### config.mk
export PLATFORM = sky130hd
export DESIGN_NAME = csr_rmw_flat
export DESIGN_NICKNAME = d
export VERILOG_FILES = /design/src/rtl/csr_pkg.sv /design/src/rtl/csr_rmw_if.sv /design/src/rtl/csr_alu.sv /design/src/rtl/csr_rmw.sv /design/src/flat_wrapper.sv
export SDC_FILE = /design/constraint.sdc
export NUM_CORES = 1
export LEC_CHECK = 0
export CAP_MARGIN = 20
export CORE_ASPECT_RATIO = 1.75
export CORE_MARGIN = 4
export CORE_UTILIZATION = 40
export CTS_BUF_LIST = sky130_fd_sc_hd__clkbuf_2 sky130_fd_sc_hd__clkbuf_4 sky130_fd_sc_hd__clkbuf_8
export CTS_CLUSTER_DIAMETER = 60
export DETAILED_ROUTE_END_ITERATION = 12
export PLACE_DENSITY_LB_ADDON = 0.3
export SLEW_MARGIN = 20
export SYNTH_ARGS = -nofsm -noshare
export SYNTH_HDL_FRONTEND = slang
export SYNTH_SLANG_ARGS = --single-unit
### constraint.sdc
create_clock -name clk -period 4.3 [get_ports clk]
set_clock_uncertainty 0.1 [all_clocks]
set_input_delay 0.86 -clock clk [delete_from_list [all_inputs] [get_ports clk]]
set_output_delay 0.86 -clock clk [all_outputs]
set_load 0.05 [all_outputs]
### src/rtl/csr_pkg.sv
// Shared types and helpers for the CSR read-modify-write sequencer.
// Holds the FSM state enum, funct3 encodings, privilege levels and op decode helpers.
`ifndef XLEN
`define XLEN 32
`endif

package csr_pkg;

   typedef enum logic [1:0] {
      S_IDLE  = 2'd0,
      S_READ  = 2'd1,
      S_WRITE = 2'd2,
      S_DONE  = 2'd3
   } csr_state_t;

   localparam logic [2:0] OP_RW  = 3'b001;
   localparam logic [2:0] OP_RS  = 3'b010;
   localparam logic [2:0] OP_RC  = 3'b011;
   localparam logic [2:0] OP_RWI = 3'b101;
   localparam logic [2:0] OP_RSI = 3'b110;
   localparam logic [2:0] OP_RCI = 3'b111;

   localparam logic [1:0] PRV_U = 2'd0;
   localparam logic [1:0] PRV_S = 2'd1;
   localparam logic [1:0] PRV_M = 2'd3;

   // funct3 x00 is not a CSR instruction
   function automatic logic op_valid(input logic [2:0] op);
      return op[1:0] != 2'b00;
   endfunction

   // CSRRW / CSRRWI (low bits 01 regardless of the immediate bit)
   function automatic logic op_is_rw(input logic [2:0] op);
      return op[1:0] == 2'b01;
   endfunction

   // set/clear with a zero operand leave the CSR untouched
   function automatic logic wr_needed(input logic [2:0] op,
                                      input logic       rs1z);
      return op_is_rw(op) || !rs1z;
   endfunction

endpackage

### src/rtl/csr_rmw_if.sv
// Bus between the RMW sequencer and the CSR address decode/mux.
// master: rd/wr strobes, raddr, wdata out, rdata in; slave: the decoder side.
`ifndef XLEN
`define XLEN 32
`endif

interface csr_rmw_if #(
   parameter int XLEN = `XLEN
) ();

   logic            rd;
   logic            wr;
   logic [11:0]     raddr;
   logic [XLEN-1:0] wdata;
   logic [XLEN-1:0] rdata;

   modport master (
      output rd,
      output wr,
      output raddr,
      output wdata,
      input  rdata
   );

   modport slave (
      input  rd,
      input  wr,
      input  raddr,
      input  wdata,
      output rdata
   );

endinterface

### src/rtl/csr_alu.sv
// Combinational new-value computation for CSR write/set/clear.
// Ports: op (funct3), old (current CSR value), src (rs1/zimm) -> wdata.
`ifndef XLEN
`define XLEN 32
`endif

module csr_alu
   import csr_pkg::*;
#(
   parameter int XLEN = `XLEN
) (
   input  logic [2:0]      op,
   input  logic [XLEN-1:0] old,
   input  logic [XLEN-1:0] src,
   output logic [XLEN-1:0] wdata
);

   always_comb begin
      wdata = src;
      case (op)
         OP_RS, OP_RSI: wdata = old | src;
         OP_RC, OP_RCI: wdata = old & ~src;
         default:       wdata = src;
      endcase
   end

endmodule

### src/rtl/csr_rmw.sv
// CSR read-modify-write sequencer: IDLE -> READ -> WRITE -> DONE, with privilege
// and read-only checks. Ports: clk, rstn (sync, active-low), execute-side request
// (csr_req/op/addr/src/rs1_zero/rd_zero/prv/kill, csr_ready), decoder bus (bus),
// completion (csr_done/csr_result/csr_ill). Define CSR_FAST_EN to skip WRITE
// when no write is needed.
`ifndef XLEN
`define XLEN 32
`endif

module csr_rmw
   import csr_pkg::*;
#(
   parameter int XLEN = `XLEN
) (
   input  logic            clk,
   input  logic            rstn,
   input  logic            csr_req,
   output logic            csr_ready,
   input  logic [2:0]      csr_op,
   input  logic [11:0]     csr_addr,
   input  logic [XLEN-1:0] csr_src,
   input  logic            rs1_zero,
   input  logic            rd_zero,
   input  logic [1:0]      prv,
   input  logic            kill,
   csr_rmw_if.master       bus,
   output logic            csr_done,
   output logic [XLEN-1:0] csr_result,
   output logic            csr_ill
);

   csr_state_t      state;
   logic [2:0]      op_q;
   logic [XLEN-1:0] src_q;
   logic            rs1z_q;
   logic [XLEN-1:0] old_q;

   logic            acc;
   logic            acc_ill;
   logic            wneed_q;
   logic [XLEN-1:0] old_now;
   logic [XLEN-1:0] alu_out;
   logic            fast;

`ifdef CSR_FAST_EN
   assign fast = 1'b1;
`else
   assign fast = 1'b0;
`endif

   assign acc = csr_req && !kill;

   // read-only space is addr[11:10]==11; only a real write faults there
   assign acc_ill = (csr_addr[9:8] > prv)
                 || !op_valid(csr_op)
                 || ((csr_addr[11:10] == 2'b11)
                     && wr_needed(csr_op, rs1_zero));

   assign wneed_q = wr_needed(op_q, rs1z_q);

   // a suppressed read returns zero as the old value
   assign old_now = bus.rd ? bus.rdata : '0;

   assign csr_ready = (state == S_IDLE);

   csr_alu #(
      .XLEN (XLEN)
   ) u_alu (
      .op    (op_q),
      .old   (old_now),
      .src   (src_q),
      .wdata (alu_out)
   );

   always_ff @(posedge clk) begin
      if (!rstn) begin
         state      <= S_IDLE;
         op_q       <= '0;
         src_q      <= '0;
         rs1z_q     <= 1'b0;
         old_q      <= '0;
         bus.rd     <= 1'b0;
         bus.wr     <= 1'b0;
         bus.raddr  <= '0;
         bus.wdata  <= '0;
         csr_done   <= 1'b0;
         csr_result <= '0;
         csr_ill    <= 1'b0;
      end else begin
         unique case (state)
            S_IDLE: begin
               csr_done <= 1'b0;
               csr_ill  <= 1'b0;
               if (acc) begin
                  op_q      <= csr_op;
                  src_q     <= csr_src;
                  rs1z_q    <= rs1_zero;
                  bus.raddr <= csr_addr;
                  if (acc_ill) begin
                     state      <= S_DONE;
                     csr_done   <= 1'b1;
                     csr_ill    <= 1'b1;
                     csr_result <= '0;
                  end else begin
                     state  <= S_READ;
                     bus.rd <= !(rd_zero && op_is_rw(csr_op));
                  end
               end
            end
            S_READ: begin
               bus.rd <= 1'b0;
               if (kill) begin
                  state <= S_IDLE;
               end else if (fast && !wneed_q) begin
                  state      <= S_DONE;
                  old_q      <= old_now;
                  csr_done   <= 1'b1;
                  csr_result <= old_now;
               end else begin
                  state     <= S_WRITE;
                  old_q     <= old_now;
                  bus.wr    <= wneed_q;
                  bus.wdata <= alu_out;
               end
            end
            S_WRITE: begin
               bus.wr     <= 1'b0;
               state      <= S_DONE;
               csr_done   <= 1'b1;
               csr_result <= old_q;
            end
            S_DONE: begin
               state    <= S_IDLE;
               csr_done <= 1'b0;
               csr_ill  <= 1'b0;
            end
            default: state <= S_IDLE;
         endcase
      end
   end

endmodule

### src/flat_wrapper.sv
// flat-port wrapper written by rule: the top's interface ports become plain ports
module csr_rmw_flat import csr_pkg::*;
#(
   parameter int XLEN = `XLEN
)
  (clk, rstn, csr_req, csr_ready, csr_op, csr_addr, csr_src, rs1_zero, rd_zero, prv, kill, csr_done, csr_result, csr_ill, bus_rd, bus_wr, bus_raddr, bus_wdata, bus_rdata);
  csr_rmw_if #(.XLEN(XLEN)) bus_i ();
  input  logic clk;
  input  logic rstn;
  input  logic csr_req;
  output logic csr_ready;
  input  logic [2:0] csr_op;
  input  logic [11:0] csr_addr;
  input  logic [XLEN-1:0] csr_src;
  input  logic rs1_zero;
  input  logic rd_zero;
  input  logic [1:0] prv;
  input  logic kill;
  output logic csr_done;
  output logic [XLEN-1:0] csr_result;
  output logic csr_ill;
  output wire logic [$bits(bus_i.rd)-1:0] bus_rd;
  output wire logic [$bits(bus_i.wr)-1:0] bus_wr;
  output wire logic [$bits(bus_i.raddr)-1:0] bus_raddr;
  output wire logic [$bits(bus_i.wdata)-1:0] bus_wdata;
  input wire logic [$bits(bus_i.rdata)-1:0] bus_rdata;
  assign bus_rd = bus_i.rd;
  assign bus_wr = bus_i.wr;
  assign bus_raddr = bus_i.raddr;
  assign bus_wdata = bus_i.wdata;
  assign bus_i.rdata = bus_rdata;
  csr_rmw #(.XLEN(XLEN)) u_core (.clk(clk), .rstn(rstn), .csr_req(csr_req), .csr_ready(csr_ready), .csr_op(csr_op), .csr_addr(csr_addr), .csr_src(csr_src), .rs1_zero(rs1_zero), .rd_zero(rd_zero), .prv(prv), .kill(kill), .bus(bus_i), .csr_done(csr_done), .csr_result(csr_result), .csr_ill(csr_ill));
endmodule
==> reports/results.ini, run 1 <==
[run_status]
status=finished clean

[clock_network]
clkLatencyLatePin_ns=0.44
clock_sinks=149
cts_tree=yes
cts_max_level=4
clkTransAtPathRegs_ns=0.10
cts_buffer_depth=2
cts_buffers=17
ctsHoldBuffers=0
cts_setup_buffers=0
clk_root_buffer_cell=clkbuf_8
cts_resized=0

[timing]
worst_slew_margin_rel_pct=37.8
finalCriticalPeriod_ns=3.06
worst_pin_slew_ns=0.930
grt_setup_unrepaired=false
setup_viol=0
tns_ns=0
fmax_mhz=327
slew_viol_final=0
hold_violations=0
period_share_pct=71.1

[layout]
area_growth_syn_to_layout_pct=33.2
drive_above_1_share_pct=6.00
finalInstanceArea_mm2=0.00829
diodes=0
nNetsFinal=947
fin_util_pct=54.1
final_cells=1053

[placement]
gp_congestion=0.769
place_area_mm2=0.00789
portBuffers=166
dp_cells=1020
hpwl_um=11200

[worst_setup_path]
regToRegSetupSlack_ns=1.91
worst_r2r_endpoint=u_core.src_q[11]
required_ns=3.34
cp_slowest_cell=clkdlybuf4s50_1
startpoint_type=flop
critical_path_class=flop to output port
crit_chain=inv_1 > ha_1 > clkdlybuf4s50_1
r2r_cells=7
worst-path-max-fanout=8
slowest_delay_ns=0.86
crit_path_end_kind=output port
r2r-start=u_core.state[1]
cp.arrival_ns=2.10

[grt]
grt_first_pass_wirelength_um=27500
antenna_found_initial=0
grtUsageTotal_pct=19.9
grt_pass1_vias=5340
grt_overflow_total=0
grt_max_degree=99

[floorplan]
start_util_pct=40.6
num_rows=60
coreArea_mm2=0.0153
die_w_um=102
die_area_mm2=0.0177
die_h_um=173
pin_count=168

[synth]
synth_edf_count=0
synth_cells=722
yosys_warnings=0
ys_ff_latch=149
avgSynthCellArea_um2=8.61
ys_types=31
syn-num-nets=815
async_reset_ff_share_pct=0
synthFlopType=dfxtp_1
seq_area_frac_synth_pct=48.0
syn_area_mm2=0.00622

[detailed_routing]
vias_per_cell=5.15
drt-pass1-iter-count=4
wirelength_um=17300
ant_nets=0
vias=5420
wl_per_cell_um=16.5
drc_errors=0
drt_iter0_drc=277

[min_path]
holdCritPathClass=flop to flop
hold_path_depth=2
worstHoldStart=u_core.old_q[19]
min_to=u_core.csr_result[19]

[power_and_ir_drop]
power.density_mw_per_mm2=403
max-vdd-ir-drop_v=0.000198
p_leak_nw=2.71
p_total_w=0.00334

[run]
maxCapViolCount=0

-- routing by layer --
layer	vias to the layer above	part of all wire, %	global-route usage, %
met5	-	0	0
met4	0	1.8	6.62
met3	19	5.6	5.81
met2	139	54	35.4
met1	2521	39	22.2
li1	2741	-	-
-- critical path, delay by kind of cell, from the launching register on --
family | cells | cell delay [ns]
adders and majority gates | 1 | 0.33
buffers and inverters | 2 | 0.98
DFF | 1 | 0.34
-- kinds of logic after synthesis --
family / synth area share, %
AND/OR/NAND/NOR: 19.0
AO/OA/AOI/OAI: 21.2
flip-flops: 48.0
buffers and inverters: 5.37
multiplexers: 5.31
adder cells (fa/ha/maj): 1.21
-- sequential cells by signal, indices dropped and copies added (netlist names) --
register and flops:
u_core.bus.wr 1, u_core.rs1z_q 1, u_core.op_q 2, u_core.csr_result 32, u_core.csr_ill 1, u_core.state 2
u_core.old_q 32, u_core.bus.raddr 12, u_core.bus.wdata 32, u_core.src_q 32, u_core.bus.rd 1, u_core.csr_done 1
-- layout make-up --
class | instances | area [um2]
fillers | 1486 | 7030
flip-flops and latches | 149 | 2980
multi-input cells | 504 | 2930
repair buffers | 176 | 1750
clock buffers | 17 | 234
well taps | 186 | 233
clock inverters | 15 | 139
inverters | 6 | 22.5
-- cells in the final DEF, fill, tap and decap left out, types with 2 or more instances in the layout --
cell type | netlist | layout
nand2_1 | 193 | 193
clkdlybuf4s50_1 | 0 | 165
dfxtp_1 | 149 | 148
a21boi_0 | 50 | 50
nor2b_1 | 35 | 35
a31oi_1 | 34 | 34
a21oi_1 | 34 | 34
mux2i_1 | 33 | 33
nand3_1 | 33 | 33
a211oi_1 | 33 | 33
a21boi_1 | 30 | 30
clkbuf_8 | 0 | 17
buf_4 | 0 | 10
inv_6 | 0 | 7
inv_1 | 6 | 6
ha_1 | 6 | 6
o21ai_0 | 4 | 4
inv_8 | 0 | 3
and2_1 | 2 | 2
nand2b_1 | 3 | 2
nor2_4 | 0 | 2
clkinv_4 | 0 | 2
clkinv_2 | 0 | 2
-- metrics by stage --
stage	worst slack, ns	hold slack (ns)
CTS	1.20	0.358
global placement	0.932	0.340
floorplan	1.96	0.338
finish	1.24	0.352
detailed placement	0.898	0.345
global route	1.11	0.370
-- power breakdown --
part / total, W / switching (W) / leakage [nW] / internal [W]
Sequential: 0.00150 / 0.0000462 / 1.21 / 0.00145
Clock: 0.00103 / 0.000601 / 0.195 / 0.000428
Combinational: 0.000816 / 0.000524 / 1.31 / 0.000292
-- worst max-delay path by stage --
| stage | startpoint | end | slack [ns] | cells after the start |
|---|---|---|---|---|
| after floorplan | prv[1] | u_core.csr_result[0] | 1.96 | 8 |
| after global placement | prv[1] | u_core.csr_result[24] | 0.93 | 8 |
| after detailed placement | prv[1] | u_core.csr_result[23] | 0.90 | 8 |
| after CTS | u_core.state[0] | csr_ready | 1.20 | 3 |
| after global routing | u_core.state[0] | csr_ready | 1.11 | 3 |
| final | u_core.state[0] | csr_ready | 1.24 | 3 |
-- cells in the mapped netlist, types with 2 or more instances --
library cell | n | area (um2)
a31oi_1 | 34 | 213
nand2_1 | 193 | 724
clkbuf_1 | 44 | 165
inv_1 | 6 | 22.5
a21oi_1 | 34 | 170
nor2b_1 | 35 | 219
and2_1 | 2 | 12.5
a21boi_0 | 50 | 375
ha_1 | 6 | 75.1
mux2i_1 | 33 | 330
buf_12 | 3 | 60.1
nor2_1 | 3 | 11.3
a21boi_1 | 30 | 225
nand3_1 | 33 | 165
o21ai_0 | 4 | 20.0
buf_2 | 15 | 75.1
a211oi_1 | 33 | 248
nand2b_1 | 3 | 18.8
dfxtp_1 | 149 | 2980
Power figures use the tool's default switching activity.
==> run 2: changes to the inputs <==
clock period = 2.5 ns   (was 4.3 ns; I/O delays follow)
==> run 2 against run 1 <==
- count of clock-buffer cells in the layout grew 2
- critical path depth shrank 2
- die area is the same
- non-clock buffer count grew 9
- global-route usage shrank 0.61 points
- routed wire length shrank 1.1%
==> reports/results.ini, run 2 (synthesized netlist as in run 1, its figures left out) <==
[grt]
grt_first_pass_wirelength_um=26900
grtUsageTotal_pct=19.3
use_met3_pct=5.57
grt.busiest_layer=met2
antenna_found_initial=0
use_met1_pct=21.1
grt_pass1_vias=5258
grt_max_degree=66
grt_overflow_total=0
use_met2_pct=33.5

[clock_network]
ctsHoldBuffers=0
cts_tree=yes
cts_max_level=4
cts_setup_buffers=0
clkLatencyLatePin_ns=0.43
clkTransAtPathRegs_ns=0.08
clock_sinks=149
clk_root_buffer_cell=clkbuf_8
cts_buffers=17
cts_resized=0
cts_buffer_depth=2

[layout]
drive_above_1_share_pct=7.31
finalInstanceArea_mm2=0.00842
diodes=0
layout_common_cells=nand2_1 (193), clkdlybuf4s50_1 (162), dfxtp_1 (148)
nNetsFinal=956
mostFrequentLayoutCell=nand2_1
area_growth_syn_to_layout_pct=35.4
final_cells=1062

[worst_setup_path]
crit_path_end_kind=output port
cp_slowest_cell=clkdlybuf4s50_1
critical_path_class=flop to output port
crit_family=buffers and inverters
slowest_delay_ns=0.83
cp.arrival_ns=1.65
startpoint_type=flop
crit_chain=clkdlybuf4s50_1
required_ns=1.90
critPathBufInv=1
worst-path-max-fanout=2

[placement]
hpwl_um=11700
portBuffers=166
place_area_mm2=0.00804
dp_cells=1030
gp_congestion=0.802

[power_and_ir_drop]
power.density_mw_per_mm2=691
p_leak_nw=2.77
p_total_w=0.00582
max-vdd-ir-drop_v=0.000452

[detailed_routing]
drt_iter0_drc=253
wl_per_cell_um=16.1
drc_errors=0
vias=5485
wirelength_um=17100
drt-pass1-iter-count=7
ant_nets=0
vias_per_cell=5.16

[min_path]
holdCritPathClass=flop to flop

[floorplan]
die_h_um=173
start_util_pct=40.6
die_w_um=102
die_area_mm2=0.0177
pin_count=168
coreArea_mm2=0.0153
num_rows=60

[timing]
slew_viol_final=0
finalCriticalPeriod_ns=2.25
worst_pin_slew_ns=0.744
tns_ns=0
fmax_mhz=444
setup_viol=0
period_share_pct=90.2
grt_setup_unrepaired=false
worst_slew_margin_rel_pct=50.4
hold_violations=0

[run_status]
status=finished clean

[run]
maxCapViolCount=0

-- run 2: where the power goes --
part           total [W]  switching, W  internal [W]
registers        0.00257     0.0000798       0.00249
clock network    0.00178      0.000933      0.000849
logic            0.00147      0.000912      0.000554
total            0.00582       0.00192       0.00390
-- run 2: area by class of cell --
type	instances	area [um2]
fillers	1479	6900
flip-flops and latches	149	2980
multi-input cells	504	2930
repair buffers	185	1870
clock buffers	19	262
well taps	186	233
clock inverters	13	123
inverters	6	22.5
-- run 2: final timing paths --
kind                            start                  end  slack (ns)  depth (start not counted)
setup / recovery  u_core.bus.wdata[3]         bus_wdata[3]        0.25                          1
hold / removal    u_core.bus.raddr[0]  u_core.bus.raddr[0]        0.35                          2
setup reg to reg      u_core.state[1]        u_core.bus.rd        0.51                          6
hold reg to reg   u_core.bus.raddr[0]  u_core.bus.raddr[0]        0.35                          2
-- run 2: per-stage QoR --
stage	setup WS (ns)	utilization, %	hold slack [ns]
after floorplan	0.388	-	0.338
after global placement	0.0134	52.5	0.340
after detailed placement	-0.0650	52.5	0.347
after CTS	0.214	55.0	0.356
after global routing	0.187	55.0	0.375
final	0.246	55.0	0.353
-- run 2: per-layer routing --
| layer | vias up | wire (um) |
|---|---|---|
| met5 | - | 0 |
| met4 | 0 | 661 |
| met3 | 38 | 999 |
| met2 | 163 | 8860 |
| met1 | 2531 | 6610 |
| li1 | 2753 | - |
==> run 3: changes to the inputs <==
ABC_AREA = 1   (was default)
PLACE_DENSITY_LB_ADDON = 0.25   (was 0.3)
TNS_END_PERCENT = 30   (was default)
==> run 3 against run 2 <==
- hold slack worse by 0.0049 ns
- area after synthesis is 0.64% higher
- setup slack better by 0.0052 ns
- clock power hardly changed
- global-route usage is 1.1 points higher
- power is 72% higher
- final cell count is 15% higher
- combinational power grew to 3.3 times the previous value
- first-iteration DRC count is 6.7% lower
- synthesized cell count is 22% higher
- sequential power is 29% higher
- largest power group is now combinational logic
==> reports/results.ini, run 3 <==
[grt]
grt_max_degree=109
grtUsageTotal_pct=20.4
grt_first_pass_wirelength_um=28500
grt_overflow_total=0
grt_pass1_vias=5635
antenna_found_initial=0

[layout]
diodes=0
fillers=1468
nNetsFinal=1117
finalInstanceArea_mm2=0.00851
mostFrequentLayoutCell=nand2_1
layout_common_cells=nand2_1 (176), clkdlybuf4s50_1 (163), dfxtp_1 (149)
seq_area_mm2=0.00298
area_growth_syn_to_layout_pct=35.9
drive_above_1_share_pct=6.17
multi_input_area_mm2=0.00261

[run_status]
status=finished clean

[timing]
hold_slack_ns=0.348
setup_viol=0
hold_violations=0
worst_slew_margin_rel_pct=61.4
period_share_pct=90.0
worst_pin_slew_ns=0.577
fmax_mhz=445
tns_ns=0
slew_viol_final=0
finalCriticalPeriod_ns=2.25
grt_setup_unrepaired=false

[synth]
synthFlopType=dfxtp_1
synthSimpleGateAreaFrac_pct=19.8
synth-xor-area-share_pct=0
ys_ff_latch=149
synth_top_family_by_area=compound AO/OA/AOI/OAI gates
synth_edf_count=0
synth_fa_ha_area_share_pct=1.20
yosysMostFrequentCell=nand2_1
synth_top_area_share_pct=47.7
synth_compound_area_share_pct=20.7
synth_common_cells=nand2_1 (176), dfxtp_1 (149), nor2_1 (106)
async_reset_ff_share_pct=0
synth_cells=882
avgSynthCellArea_um2=7.10
yosysTopAreaCell=dfxtp_1
seq_area_frac_synth_pct=47.7
syn-num-nets=975
synth.area.top_cells=dfxtp_1 (48%), nand2_1 (11%), a21oi_1 (8.4%)
synth_mux_area_share_pct=0
yosys_warnings=0
syn_area_mm2=0.00626
ys_types=23

[worst_setup_path]
timing.critical_path.from=u_core.csr_result[18]
regToRegSetupSlack_ns=0.66
cp_slowest_cell=clkdlybuf4s50_1
cp-endpoint=csr_result[18]
required_ns=1.90
r2r_cells=6
cp.arrival_ns=1.65
critPathBufInv=1
slowest_delay_ns=0.86
crit_chain=clkdlybuf4s50_1
startpoint_type=flop
crit_cells=1
critical_path_class=flop to output port
crit_family=buffers and inverters
crit_path_end_kind=output port
worst_r2r_endpoint=u_core.src_q[9]
worst-path-max-fanout=2
r2r-start=u_core.state[1]

[floorplan]
num_rows=60
start_util_pct=40.7
die_h_um=173
coreArea_mm2=0.0154
die_area_mm2=0.0178
die_w_um=103
pin_count=168

[power_and_ir_drop]
p_leak_nw=3.59
max-vdd-ir-drop_v=0.000598
p_total_w=0.0100
power.density_mw_per_mm2=1180

[placement]
hpwl_um=12600
gp_congestion=0.839
portBuffers=166
place_area_mm2=0.00813

[detailed_routing]
drc_errors=0
drt-pass1-iter-count=4
wl_per_cell_um=14.5
vias_per_cell=4.86
ant_nets=0
wirelength_um=17700
drt_iter0_drc=236
vias=5945

[clock_network]
clock_sinks=149
cts_setup_buffers=0
ctsHoldBuffers=0
clkLatencyLatePin_ns=0.44
clkTransAtPathRegs_ns=0.09
cts_resized=0
cts_buffers=17
cts_max_level=4
cts_tree=yes
clk_root_buffer_cell=clkbuf_8
cts_buffer_depth=2

[min_path]
holdCritPathClass=flop to flop

[run]
maxCapViolCount=0

[run 3: kinds of logic after synthesis]
| group | count (synthesis) |
|---|---|
| AND/OR/NAND/NOR | 312 |
| buffers and inverters | 169 |
| flip-flops | 149 |
| AO/OA/AOI/OAI | 246 |
| adder cells (fa/ha/maj) | 6 |
[run 3: where the power goes]
part	internal (W)	switching (W)	leakage, nW
clock	0.000823	0.000979	0.179
combinational	0.00170	0.00321	2.20
sequential	0.00301	0.000301	1.22
[run 3: how the worst min path moves through the flow]
stage                  start            end  slack, ns  cells past startpoint
6_report       u_core.rs1z_q  u_core.bus.wr       0.35                      1
5_1_grt        u_core.rs1z_q  u_core.bus.wr       0.38                      1
3_5_place_dp   u_core.rs1z_q  u_core.bus.wr       0.35                      1
3_3_place_gp   u_core.rs1z_q  u_core.bus.wr       0.32                      1
2_1_floorplan  u_core.rs1z_q  u_core.bus.wr       0.32                      1
4_1_cts        u_core.rs1z_q  u_core.bus.wr       0.35                      1
[run 3: cell type report]
class,count,area share [%]
Timing Repair Buffer,186,22.4
Tap cell,186,2.74
Clock inverter,14,1.65
Inverter,106,4.68
Multi-Input combinational cell,564,30.7
Clock buffer,18,2.84
Sequential cell,149,35.1
[run 3: routing by layer]
layer	track usage (%)	part of all wire [%]	up-vias
li1	-	-	3106
met1	22.9	38	2653
met2	34.5	52	154
met3	6.40	6.9	32
met4	9.14	2.9	0
met5	0	0	-
[run 3: through the flow]
stage                     instances  util (%)  setup slack [ns]
after floorplan                 882         -             0.568
after global placement         1191      52.8             0.192
after detailed placement       1191      52.8             0.179
after CTS                      1223      55.3             0.211
after global routing           1223      55.3             0.189
final                          1223      55.3             0.251
